## src/rtl/friscv_pkg.sv

```systemverilog
`default_nettype none
// ============================================================================
//  Module      : friscv_pkg
//  Description : Shared RV32I decode constants, formats and decoded-entry type
//  Revision    : 1.0  initial release
// ============================================================================
package friscv_pkg;

    localparam int ARCH               = 32;
    localparam int REGFILE_ADDR_WIDTH = 5;

    localparam logic [6:0] OP_LUI    = 7'b0110111;
    localparam logic [6:0] OP_AUIPC  = 7'b0010111;
    localparam logic [6:0] OP_JAL    = 7'b1101111;
    localparam logic [6:0] OP_JALR   = 7'b1100111;
    localparam logic [6:0] OP_BRANCH = 7'b1100011;
    localparam logic [6:0] OP_LOAD   = 7'b0000011;
    localparam logic [6:0] OP_STORE  = 7'b0100011;
    localparam logic [6:0] OP_IMM    = 7'b0010011;
    localparam logic [6:0] OP_REG    = 7'b0110011;
    localparam logic [6:0] OP_SYSTEM = 7'b1110011;
    localparam logic [6:0] OP_FENCE  = 7'b0001111;

    localparam logic [6:0] F7_BASE   = 7'b0000000;
    localparam logic [6:0] F7_ALT    = 7'b0100000;

    typedef enum logic [2:0] {
        FMT_R    = 3'd0,
        FMT_I    = 3'd1,
        FMT_S    = 3'd2,
        FMT_B    = 3'd3,
        FMT_U    = 3'd4,
        FMT_J    = 3'd5,
        FMT_NONE = 3'd6
    } imm_fmt_t;

    typedef enum logic [1:0] {
        OCC_EMPTY = 2'd0,
        OCC_ONE   = 2'd1,
        OCC_TWO   = 2'd2
    } occ_state_t;

    typedef struct packed {
        logic [6:0]                    op_code;
        logic [2:0]                    func3;
        logic [6:0]                    func7;
        logic [REGFILE_ADDR_WIDTH-1:0] rs1;
        logic [REGFILE_ADDR_WIDTH-1:0] rs2;
        logic [REGFILE_ADDR_WIDTH-1:0] rd;
        logic [ARCH-1:0]               imm;
        logic                          rd_we;
        logic                          illegal;
    } decoded_t;

endpackage
`default_nettype wire

```

## src/rtl/imm_gen.sv

```systemverilog
`default_nettype none
// ============================================================================
//  Module      : imm_gen
//  Description : Combinational RV32I immediate builder, sign-extended to XLEN
//  Revision    : 1.0  initial release
// ============================================================================
module imm_gen
    import friscv_pkg::*;
#(
    parameter int XLEN = ARCH
) (
    input  logic [XLEN-1:0] i_instr,
    input  imm_fmt_t        i_fmt,
    output logic [XLEN-1:0] o_imm
);

    logic [31:0] w_imm32;

    always_comb begin
        w_imm32 = 32'd0;
        case (i_fmt)
            FMT_I:   w_imm32 = {{20{i_instr[31]}}, i_instr[31:20]};
            FMT_S:   w_imm32 = {{20{i_instr[31]}}, i_instr[31:25], i_instr[11:7]};
            FMT_B:   w_imm32 = {{19{i_instr[31]}}, i_instr[31], i_instr[7],
                                i_instr[30:25], i_instr[11:8], 1'b0};
            FMT_U:   w_imm32 = {i_instr[31:12], 12'd0};
            FMT_J:   w_imm32 = {{11{i_instr[31]}}, i_instr[31], i_instr[19:12],
                                i_instr[20], i_instr[30:21], 1'b0};
            default: w_imm32 = 32'd0;
        endcase
    end

    // U-type is already full width; the signed cast only matters for XLEN > 32.
    assign o_imm = XLEN'($signed(w_imm32));

endmodule
`default_nettype wire

```

## src/rtl/decode_stage.sv

```systemverilog
`default_nettype none
// ============================================================================
//  Module      : decode_stage
//  Description : Registered RV32I decode stage with 2-entry skid buffer and
//                synchronous flush. Define DECODE_SYSTEM_EN to accept
//                SYSTEM and MISC-MEM opcodes as I-type.
//  Revision    : 1.0  initial release
// ============================================================================
module decode_stage
    import friscv_pkg::*;
#(
    parameter int XLEN      = ARCH,
    parameter int RF_ADDR_W = REGFILE_ADDR_WIDTH
) (
    input  logic                 clk,
    input  logic                 rst_n,
    input  logic                 flush_in,
    input  logic                 valid_in,
    output logic                 ready_out,
    input  logic [XLEN-1:0]      instr_in,
    input  logic [XLEN-1:0]      pc_in,
    output logic                 valid_out,
    input  logic                 ready_in,
    output logic [XLEN-1:0]      pc_out,
    output logic [6:0]           op_code_out,
    output logic [2:0]           func3_out,
    output logic [6:0]           func7_out,
    output logic [RF_ADDR_W-1:0] rs1_out,
    output logic [RF_ADDR_W-1:0] rs2_out,
    output logic [RF_ADDR_W-1:0] rd_out,
    output logic [XLEN-1:0]      imm_out,
    output logic                 rd_we_out,
    output logic                 illegal_out
);

    logic [6:0]  w_op;
    logic [2:0]  w_f3;
    logic [6:0]  w_f7;
    logic [4:0]  w_rd;
    imm_fmt_t    w_fmt;
    logic        w_illegal;
    logic        w_no_we;
    logic [XLEN-1:0] w_imm;
    decoded_t    w_dec;

    assign w_op = instr_in[6:0];
    assign w_f3 = instr_in[14:12];
    assign w_f7 = instr_in[31:25];
    assign w_rd = instr_in[11:7];

    imm_gen #(
        .XLEN (XLEN)
    ) u_imm_gen (
        .i_instr (instr_in),
        .i_fmt   (w_fmt),
        .o_imm   (w_imm)
    );

    always_comb begin
        w_fmt     = FMT_NONE;
        w_illegal = 1'b0;
        w_no_we   = 1'b0;
        case (w_op)
            OP_LUI, OP_AUIPC: w_fmt = FMT_U;
            OP_JAL:           w_fmt = FMT_J;
            OP_JALR: begin
                w_fmt     = FMT_I;
                w_illegal = (w_f3 != 3'b000);
            end
            OP_BRANCH: begin
                w_fmt     = FMT_B;
                w_illegal = (w_f3 == 3'b010) || (w_f3 == 3'b011);
            end
            OP_LOAD: begin
                w_fmt     = FMT_I;
                w_illegal = (w_f3 == 3'b011) || (w_f3 == 3'b110) || (w_f3 == 3'b111);
            end
            OP_STORE: begin
                w_fmt     = FMT_S;
                w_illegal = (w_f3 > 3'b010);
            end
            OP_IMM: begin
                w_fmt = FMT_I;
                // Shift-immediates reuse the top bits as a func7-like selector.
                if (w_f3 == 3'b001) begin
                    w_illegal = (w_f7 != F7_BASE);
                end else if (w_f3 == 3'b101) begin
                    w_illegal = (w_f7 != F7_BASE) && (w_f7 != F7_ALT);
                end
            end
            OP_REG: begin
                w_fmt     = FMT_R;
                w_illegal = ((w_f7 != F7_BASE) && (w_f7 != F7_ALT)) ||
                            ((w_f7 == F7_ALT) && (w_f3 != 3'b000) && (w_f3 != 3'b101));
            end
`ifdef DECODE_SYSTEM_EN
            OP_SYSTEM: begin
                w_fmt   = FMT_I;
                w_no_we = (w_f3 == 3'b000);
            end
            OP_FENCE: w_fmt = FMT_I;
`endif
            default: w_illegal = 1'b1;
        endcase
        if (instr_in[1:0] != 2'b11) begin
            w_illegal = 1'b1;
        end
    end

    always_comb begin
        w_dec = '0;
        if (!w_illegal) begin
            w_dec.op_code = w_op;
            w_dec.imm     = w_imm;
            case (w_fmt)
                FMT_R: begin
                    w_dec.rd    = w_rd;
                    w_dec.rs1   = instr_in[19:15];
                    w_dec.rs2   = instr_in[24:20];
                    w_dec.func3 = w_f3;
                    w_dec.func7 = w_f7;
                end
                FMT_I: begin
                    w_dec.rd    = w_rd;
                    w_dec.rs1   = instr_in[19:15];
                    w_dec.func3 = w_f3;
                end
                FMT_S, FMT_B: begin
                    w_dec.rs1   = instr_in[19:15];
                    w_dec.rs2   = instr_in[24:20];
                    w_dec.func3 = w_f3;
                end
                FMT_U, FMT_J: w_dec.rd = w_rd;
                default: ;
            endcase
            w_dec.rd_we = ((w_fmt == FMT_R) || (w_fmt == FMT_I) ||
                           (w_fmt == FMT_U) || (w_fmt == FMT_J)) &&
                          (w_rd != 5'd0) && !w_no_we;
        end
        w_dec.illegal = w_illegal;
    end

    occ_state_t      state_q, state_d;
    decoded_t        main_q, main_d, skid_q, skid_d;
    logic [XLEN-1:0] main_pc_q, main_pc_d, skid_pc_q, skid_pc_d;
    logic            ready_q, ready_d;
    logic            w_accept;
    logic            w_xfer;

    assign w_accept = valid_in && ready_q;
    assign w_xfer   = (state_q != OCC_EMPTY) && ready_in;

    always_comb begin
        state_d   = state_q;
        main_d    = main_q;
        main_pc_d = main_pc_q;
        skid_d    = skid_q;
        skid_pc_d = skid_pc_q;
        if (flush_in) begin
            state_d = OCC_EMPTY;
        end else begin
            case (state_q)
                OCC_EMPTY: begin
                    if (w_accept) begin
                        main_d    = w_dec;
                        main_pc_d = pc_in;
                        state_d   = OCC_ONE;
                    end
                end
                OCC_ONE: begin
                    if (w_accept && !w_xfer) begin
                        skid_d    = w_dec;
                        skid_pc_d = pc_in;
                        state_d   = OCC_TWO;
                    end else if (w_accept && w_xfer) begin
                        main_d    = w_dec;
                        main_pc_d = pc_in;
                    end else if (w_xfer) begin
                        state_d   = OCC_EMPTY;
                    end
                end
                OCC_TWO: begin
                    if (w_xfer) begin
                        main_d    = skid_q;
                        main_pc_d = skid_pc_q;
                        state_d   = OCC_ONE;
                    end
                end
                default: state_d = OCC_EMPTY;
            endcase
        end
        // Registered ready tracks the next skid occupancy.
        ready_d = (state_d != OCC_TWO);
    end

    always_ff @(posedge clk or negedge rst_n) begin
        if (!rst_n) begin
            state_q   <= OCC_EMPTY;
            main_q    <= '0;
            main_pc_q <= '0;
            skid_q    <= '0;
            skid_pc_q <= '0;
            ready_q   <= 1'b0;
        end else begin
            state_q   <= state_d;
            main_q    <= main_d;
            main_pc_q <= main_pc_d;
            skid_q    <= skid_d;
            skid_pc_q <= skid_pc_d;
            ready_q   <= ready_d;
        end
    end

    assign ready_out   = ready_q;
    assign valid_out   = (state_q != OCC_EMPTY);
    assign pc_out      = main_pc_q;
    assign op_code_out = main_q.op_code;
    assign func3_out   = main_q.func3;
    assign func7_out   = main_q.func7;
    assign rs1_out     = main_q.rs1;
    assign rs2_out     = main_q.rs2;
    assign rd_out      = main_q.rd;
    assign imm_out     = main_q.imm;
    assign rd_we_out   = main_q.rd_we;
    assign illegal_out = main_q.illegal;

endmodule
`default_nettype wire
```

## config.mk

```make
export PLATFORM = sky130hd
export DESIGN_NAME = decode_stage
export DESIGN_NICKNAME = d
export VERILOG_FILES = /design/src/rtl/friscv_pkg.sv /design/src/rtl/imm_gen.sv /design/src/rtl/decode_stage.sv
export SDC_FILE = /design/constraint.sdc
export NUM_CORES = 1
export LEC_CHECK = 0
export BUFFER_PORTS_ARGS = -buffer_cell sky130_fd_sc_hd__buf_2
export CORE_AREA = 2 2 100 174
export CTS_BUF_LIST = sky130_fd_sc_hd__clkbuf_4
export DETAILED_ROUTE_END_ITERATION = 16
export DIE_AREA = 0 0 102 176
export GPL_TIMING_DRIVEN = 0
export HOLD_SLACK_MARGIN = 0.02
export PLACE_DENSITY = 0.76
export RECOVER_POWER = 100
export SYNTH_ARGS = -nofsm -noshare
export SYNTH_HDL_FRONTEND = slang
export SYNTH_SLANG_ARGS = --single-unit
```

## constraint.sdc

```tcl
create_clock -name clk -period 5.2 [get_ports clk]
set_clock_uncertainty 0.15 [all_clocks]
set_input_delay 1.04 -clock clk [delete_from_list [all_inputs] [get_ports clk]]
set_output_delay 1.04 -clock clk [all_outputs]
set_load 0.01 [all_outputs]
```

==> out/qor.csv, run 1 <==
metric;value;unit
status;completed;
FFs w/ async S/R, synth;100;%
largest net degree at the start of global routing;122;
first-pass GRT wire length;43100;µm
Peak Freq;269;MHz
cell area after synthesis;8910;µm²
setup violators final;0;
critical path data arrival time;4.07;ns
CP max stage cell;a2111oi_0;
Post-DP HPWL;20400;µm
layout cells sized above 1;9.85;%
Tmin final;3.72;ns
worst slew pin tran;1.10;ns
CTS tree;built;
Rows;62;
crit start category;input port;
global route overflow;0;
number of global-route vias before repair;8155;
first drt pass iteration count;5;
final worst setup slack;1.48;ns
Syn Nets;1058;
endpoints failing hold;0;
Die Width;102;µm
Peak VDD IR;0.220;mV
sequential share of the synthesized area;55.9;%
slowest stage delay, CP;0.95;ns
Placed Area;10100;µm²
leakage power;4.72;nW
H-tree lvl count;4;
I/O pins;169;
number of enable flip-flop cells after synthesis;0;
CP Cell Sequence;clkbuf_1, nor2b_1, nand2_1, a2111oi_0, clkbuf_1, nand4_1, o21ai_0;
cts repair resizes;0;
Setup CP Type;in2reg;
vias per inst;5.74;
Setup Slack @ Placement;1.67;ns
TritonCTS Buffers;17;
Clock Sinks;199;
crit path max fanout;10;
DRT Wirelength;27500;µm
dominant cell type by area after synthesis;dfrtp_1;
list of most frequent post-synthesis cells;nand2_1 (250), dfrtp_1 (199), a21oi_1 (90), o21ai_0 (65), nor2_1 (57);
Final period util;71.5;%
Final Util;62.0;%
Slew headroom;24.5;%
largest cells by area after synthesis;dfrtp_1 (56%), nand2_1 (11%), a21oi_1 (5.1%);
crit path capture type;register;
Routed WL per cell;19.5;µm
hold buffer count at CTS;0;
most frequent cell after synthesis;nand2_1;
GRT Total Usage;31.5;%
design area;10200;µm²
Longest Clk Path Bufs;2;
Min-Delay Path Class;in2async;
nets@finish;1244;
antenna violation net count after detailed routing;0;
max cap viols;0;
Yosys reg bits;199;
DR vias;8115;
worst-skew pair later-pin latency;0.60;ns
Mean Syn Cell Area;9.01;µm²
area grow syn2layout;14.4;%
post-synth top area share;55.9;%
critical path's most frequent cell;clkbuf_1;
pwr dens;303;nW/µm²
initial antenna violation count;2;
unique cell type count in the Yosys netlist;48;
clock slew at reported path FFs;0.17;ns
Root Driver;clkbuf_4;
Slew Viols, Final;0;
unrepaired setup endpoints after global routing;false;
Die Area;18000;µm²
DRC Markers;0;
post-synthesis cell count;989;
# Post-CTS Setup Buffers;0;
yosys warns;0;
IO Port Bufs;165;
RD Place Congestion;0.983;
height of the die;176;µm
Worst EP required;5.55;ns
DR iter-0 viols;535;
Hold WS;0.215;ns
FF-to-FF path depth;8;
Starting Density;54.2;%
Top FF cell, synth;dfrtp_1;
core area;16400;µm²
-- area by class of cell --
cell class,instances,area (µm²)
fill,1582,6250
clock buffer,18,135
buffer,80,314
sequential,199,4980
tap,224,280
clock inverter,14,158
inverter,9,33.8
antenna,1,2.50
timing repair buffer,167,746
multi-input combinational,701,3550
-- worst paths after layout --
kind                                   start             end  slack, ns
worst max-delay path             instr_in[5]     imm_out[13]       1.48
worst min-delay path                   rst_n       pc_out[8]       0.21
worst max register to register    state_q[1]  op_code_out[1]       1.98
worst min register to register  func7_out[4]    func7_out[4]       0.34
max in group asynchronous              rst_n       skid_q[3]       3.65
min in group clk                func7_out[4]    func7_out[4]       0.34
-- cells by family (layout without fill, tap and decap cells) --
group	count (synthesis)	count (layout)	synth area share [%]
other cells	0	1	0
xor+xnor	2	2	0.197
flops	199	199	55.9
buf+inv	89	288	4.13
compound gates	265	265	18.0
simple gates	434	434	21.8
-- layout by cell type (no fill, tap or decap), types with 2 or more instances in the layout --
| cell type | netlist | final |
|---|---|---|
| nor4_2 | 2 | 2 |
| a32oi_1 | 2 | 2 |
| nor3_1 | 4 | 4 |
| and3_1 | 48 | 48 |
| nand2_1 | 250 | 250 |
| nor2_1 | 57 | 57 |
| o22ai_1 | 7 | 7 |
| nand4_1 | 10 | 10 |
| buf_1 | 4 | 3 |
| clkbuf_1 | 54 | 168 |
| buf_2 | 21 | 73 |
| clkbuf_4 | 0 | 18 |
| and3b_1 | 2 | 2 |
| o21a_1 | 2 | 2 |
| and2_0 | 1 | 7 |
| nand3_1 | 28 | 28 |
| o21ai_0 | 65 | 70 |
| nand2b_1 | 7 | 7 |
| a32o_1 | 14 | 14 |
| a22oi_1 | 8 | 8 |
| clkinv_4 | 0 | 3 |
| inv_6 | 0 | 5 |
| inv_8 | 0 | 3 |
| o31ai_1 | 24 | 24 |
| o21ai_1 | 7 | 2 |
| a21bo_2 | 2 | 2 |
| a21oi_1 | 90 | 90 |
| a31oi_1 | 36 | 36 |
| dfrtp_1 | 199 | 199 |
| nor2b_1 | 3 | 3 |
| inv_1 | 9 | 9 |
| and2_1 | 12 | 6 |
-- worst max-delay path, delay by kind of cell --
family / cells / cell delay, ns
buffers and inverters: 2 / 0.62
AND/OR/NAND/NOR: 3 / 1.13
AO/OA/AOI/OAI: 2 / 1.27
-- state kept, by name, indices dropped and copies added (netlist names) --
register / count
rs2_out: 5
rs1_out: 5
rd_we_out: 1
pc_out: 32
rd_out: 5
ready_out: 1
skid_q: 66
func7_out: 7
illegal_out: 1
op_code_out: 7
imm_out: 32
func3_out: 3
state_q: 2
skid_pc_q: 32
-- power breakdown --
group | leakage, nW | total (W) | internal, W | switching (W)
sequential | 2.61 | 0.00178 | 0.00169 | 0.0000841
combinational | 1.95 | 0.000461 | 0.000150 | 0.000311
clock | 0.157 | 0.000856 | 0.000266 | 0.000590
total | 4.72 | 0.00309 | 0.00211 | 0.000985
-- metal layers --
metal | vias to the layer above | share of wire [%] | track usage [%]
met5 | - | 0.047 | 0
met4 | 2 | 5.7 | 18.5
met3 | 96 | 6.8 | 7.28
met2 | 352 | 52 | 54.1
met1 | 3860 | 36 | 35.0
li1 | 3805 | - | -
-- per-stage QoR --
| stage | total power [W] | std cells | TNS [ns] |
|---|---|---|---|
| 5_1_grt | 0.00323 | 1413 | 0 |
| 3_5_place_dp | 0.00229 | 1380 | 0 |
| 3_3_place_gp | 0.00227 | 1378 | -68.09 |
| 4_1_cts | 0.00313 | 1412 | 0 |
| 2_1_floorplan | 0.00204 | 989 | 0 |
| 6_report | 0.00309 | 1413 | 0 |
Note: power is estimated with default switching activity, not from simulation.
==> run 2, diff against run 1 <==
==> constraint.sdc (replaced) <==
create_clock -name clk -period 3.6 [get_ports clk]
set_clock_uncertainty 0.15 [all_clocks]
set_input_delay 0.72 -clock clk [delete_from_list [all_inputs] [get_ports clk]]
set_output_delay 0.72 -clock clk [all_outputs]
set_load 0.01 [all_outputs]
==> out/qor.csv, run 2 (synthesis results as in run 1) <==
metric;value;unit
CP Cell Sequence;nor4bb_1, clkbuf_1, a21bo_2, clkbuf_1, buf_2, clkbuf_1, nand3_1, nand3_1;
first-pass GRT wire length;43100;µm
switch share;31.8;%
nets@finish;1245;
DRT Wirelength;27600;µm
Finished Layout Cells;1414;
Critical Path Source;state_q[1];
pwr dens;438;nW/µm²
CTS tree;built;
commonest non-fill, non-tap cell in the layout;nand2_1;
area grow syn2layout;14.6;%
slowest stage delay, CP;0.50;ns
crit path capture type;register;
Peak VDD IR;0.318;mV
Tmin final;3.01;ns
Longest Clk Path Bufs;2;
TritonCTS Buffers;17;
antenna violation net count after detailed routing;0;
number of global-route vias before repair;8158;
largest reg by FF count;skid_q;
Die Width;102;µm
GRT Total Usage;31.5;%
IO Port Bufs;165;
initial antenna violation count;2;
Worst Hold Launch;pc_in[31];
critical path data arrival time;3.39;ns
setup violators final;0;
clock share of power;27.6;%
Slew Viols, Final;79;
DR vias;8134;
failing checks;max-capacitance violations, max-slew violations;
cts repair resizes;0;
Min-Delay Path Class;in2reg;
Setup CP Type;reg2reg;
worst-skew pair later-pin latency;0.61;ns
DR iter-0 viols;530;
sequential power share;57.4;%
Starting Density;54.2;%
Final Util;62.1;%
status;complete, but fails checks;
Routed WL per cell;19.5;µm
I/O pins;169;
CP max stage cell;clkbuf_1;
max cap viols;1;
most frequent cells in the layout;nand2_1 (250), dfrtp_1 (199), clkbuf_1 (167);
Post-DP HPWL;20400;µm
Final period util;83.6;%
Peak Freq;332;MHz
critical path's most frequent cell;clkbuf_1;
Int Power;0.00305;W
H-tree lvl count;4;
vias per inst;5.75;
Net Sw Power;0.00142;W
core area;16400;µm²
clock slew at reported path FFs;0.18;ns
height of the die;176;µm
layout cells sized above 1;9.92;%
first drt pass iteration count;5;
DRC Markers;0;
DP Cell Count;1380;
Die Area;18000;µm²
combinational share of power;14.9;%
fillers;1578;
Worst Hold Path Cells;3;
FF-to-FF Start;state_q[1];
unrepaired setup endpoints after global routing;false;
leakage power;4.72;nW
Rows;62;
global route overflow;0;
largest net degree at the start of global routing;122;
Slew headroom;-34.5;%
RD Place Congestion;0.983;
Worst EP required;3.98;ns
crit path max fanout;10;
FF-to-FF path depth;8;
endpoints failing hold;0;
Clock Sinks;199;
worst slew pin tran;2.02;ns
number of flip-flops under the largest register name;66;
Root Driver;clkbuf_4;
crit start category;register;
run 2: final timing paths:
path | endpoint | slack [ns]
max in group asynchronous | imm_out[1] | 0.85
hold reg to reg | func7_out[4] | 0.34
setup reg to reg | op_code_out[1] | 0.59
hold / removal | skid_pc_q[31] | 0.15
setup / recovery | op_code_out[1] | 0.59
min in group asynchronous | pc_out[8] | 1.04
run 2: repair_timing:
item / 4_1_cts / 5_1_grt
endpoints found under the hold margin: 78 / 0
buffers inserted: 0 / 0
hold buffers: 1 / 0
run 2: power groups by stage:
| stage | registers, W | clock network (W) | logic [W] |
|---|---|---|---|
| final | 0.00257 | 0.00124 | 0.000667 |
| after global placement | 0.00260 | 0 | 0.000677 |
| after detailed placement | 0.00260 | 0 | 0.000698 |
| after floorplan | 0.00263 | 0 | 0.000315 |
| after CTS | 0.00256 | 0.00125 | 0.000702 |
| after global routing | 0.00259 | 0.00133 | 0.000743 |
run 2: final cells by class:
| type | instances | area [µm²] | area share [%] |
|---|---|---|---|
| flip-flops and latches | 199 | 4980 | 48.8 |
| clock buffers | 18 | 135 | 1.32 |
| repair buffers | 168 | 747 | 7.32 |
| clock inverters | 14 | 158 | 1.54 |
| plain buffers | 80 | 314 | 3.08 |
| diodes | 1 | 2.50 | 0.0245 |
| inverters | 9 | 33.8 | 0.331 |
| multi-input cells | 701 | 3560 | 34.9 |
| well taps | 224 | 280 | 2.74 |
run 2: worst max-delay path, delay by kind of cell (launching register included):
kind	cells	cell delay [ns]
buf+inv	4	1.57
simple gates	3	0.54
flops	1	0.48
compound gates	1	0.20
run 2: metal layers:
layer	vias up	routed length, µm	share of wire, %	global-route usage, %
li1	3813	-	-	-
met4	2	1580	5.7	18.5
met2	342	14200	52	54.1
met1	3877	9920	36	35.0
met3	100	1870	6.8	7.28
met5	-	13	0.047	0
run 2: metrics by stage:
step	TNS (ns)	cell area [µm²]	hold slack, ns	total power, W	worst slack (ns)
floorplan	0	8910	0.274	0.00295	1.13
global placement	-322.81	10000	0.299	0.00327	-1.64
detailed placement	0	10100	0.301	0.00330	0.385
CTS	0	10400	0.124	0.00452	0.952
global route	0	10200	0.108	0.00466	0.379
finish	0	10200	0.153	0.00447	0.591
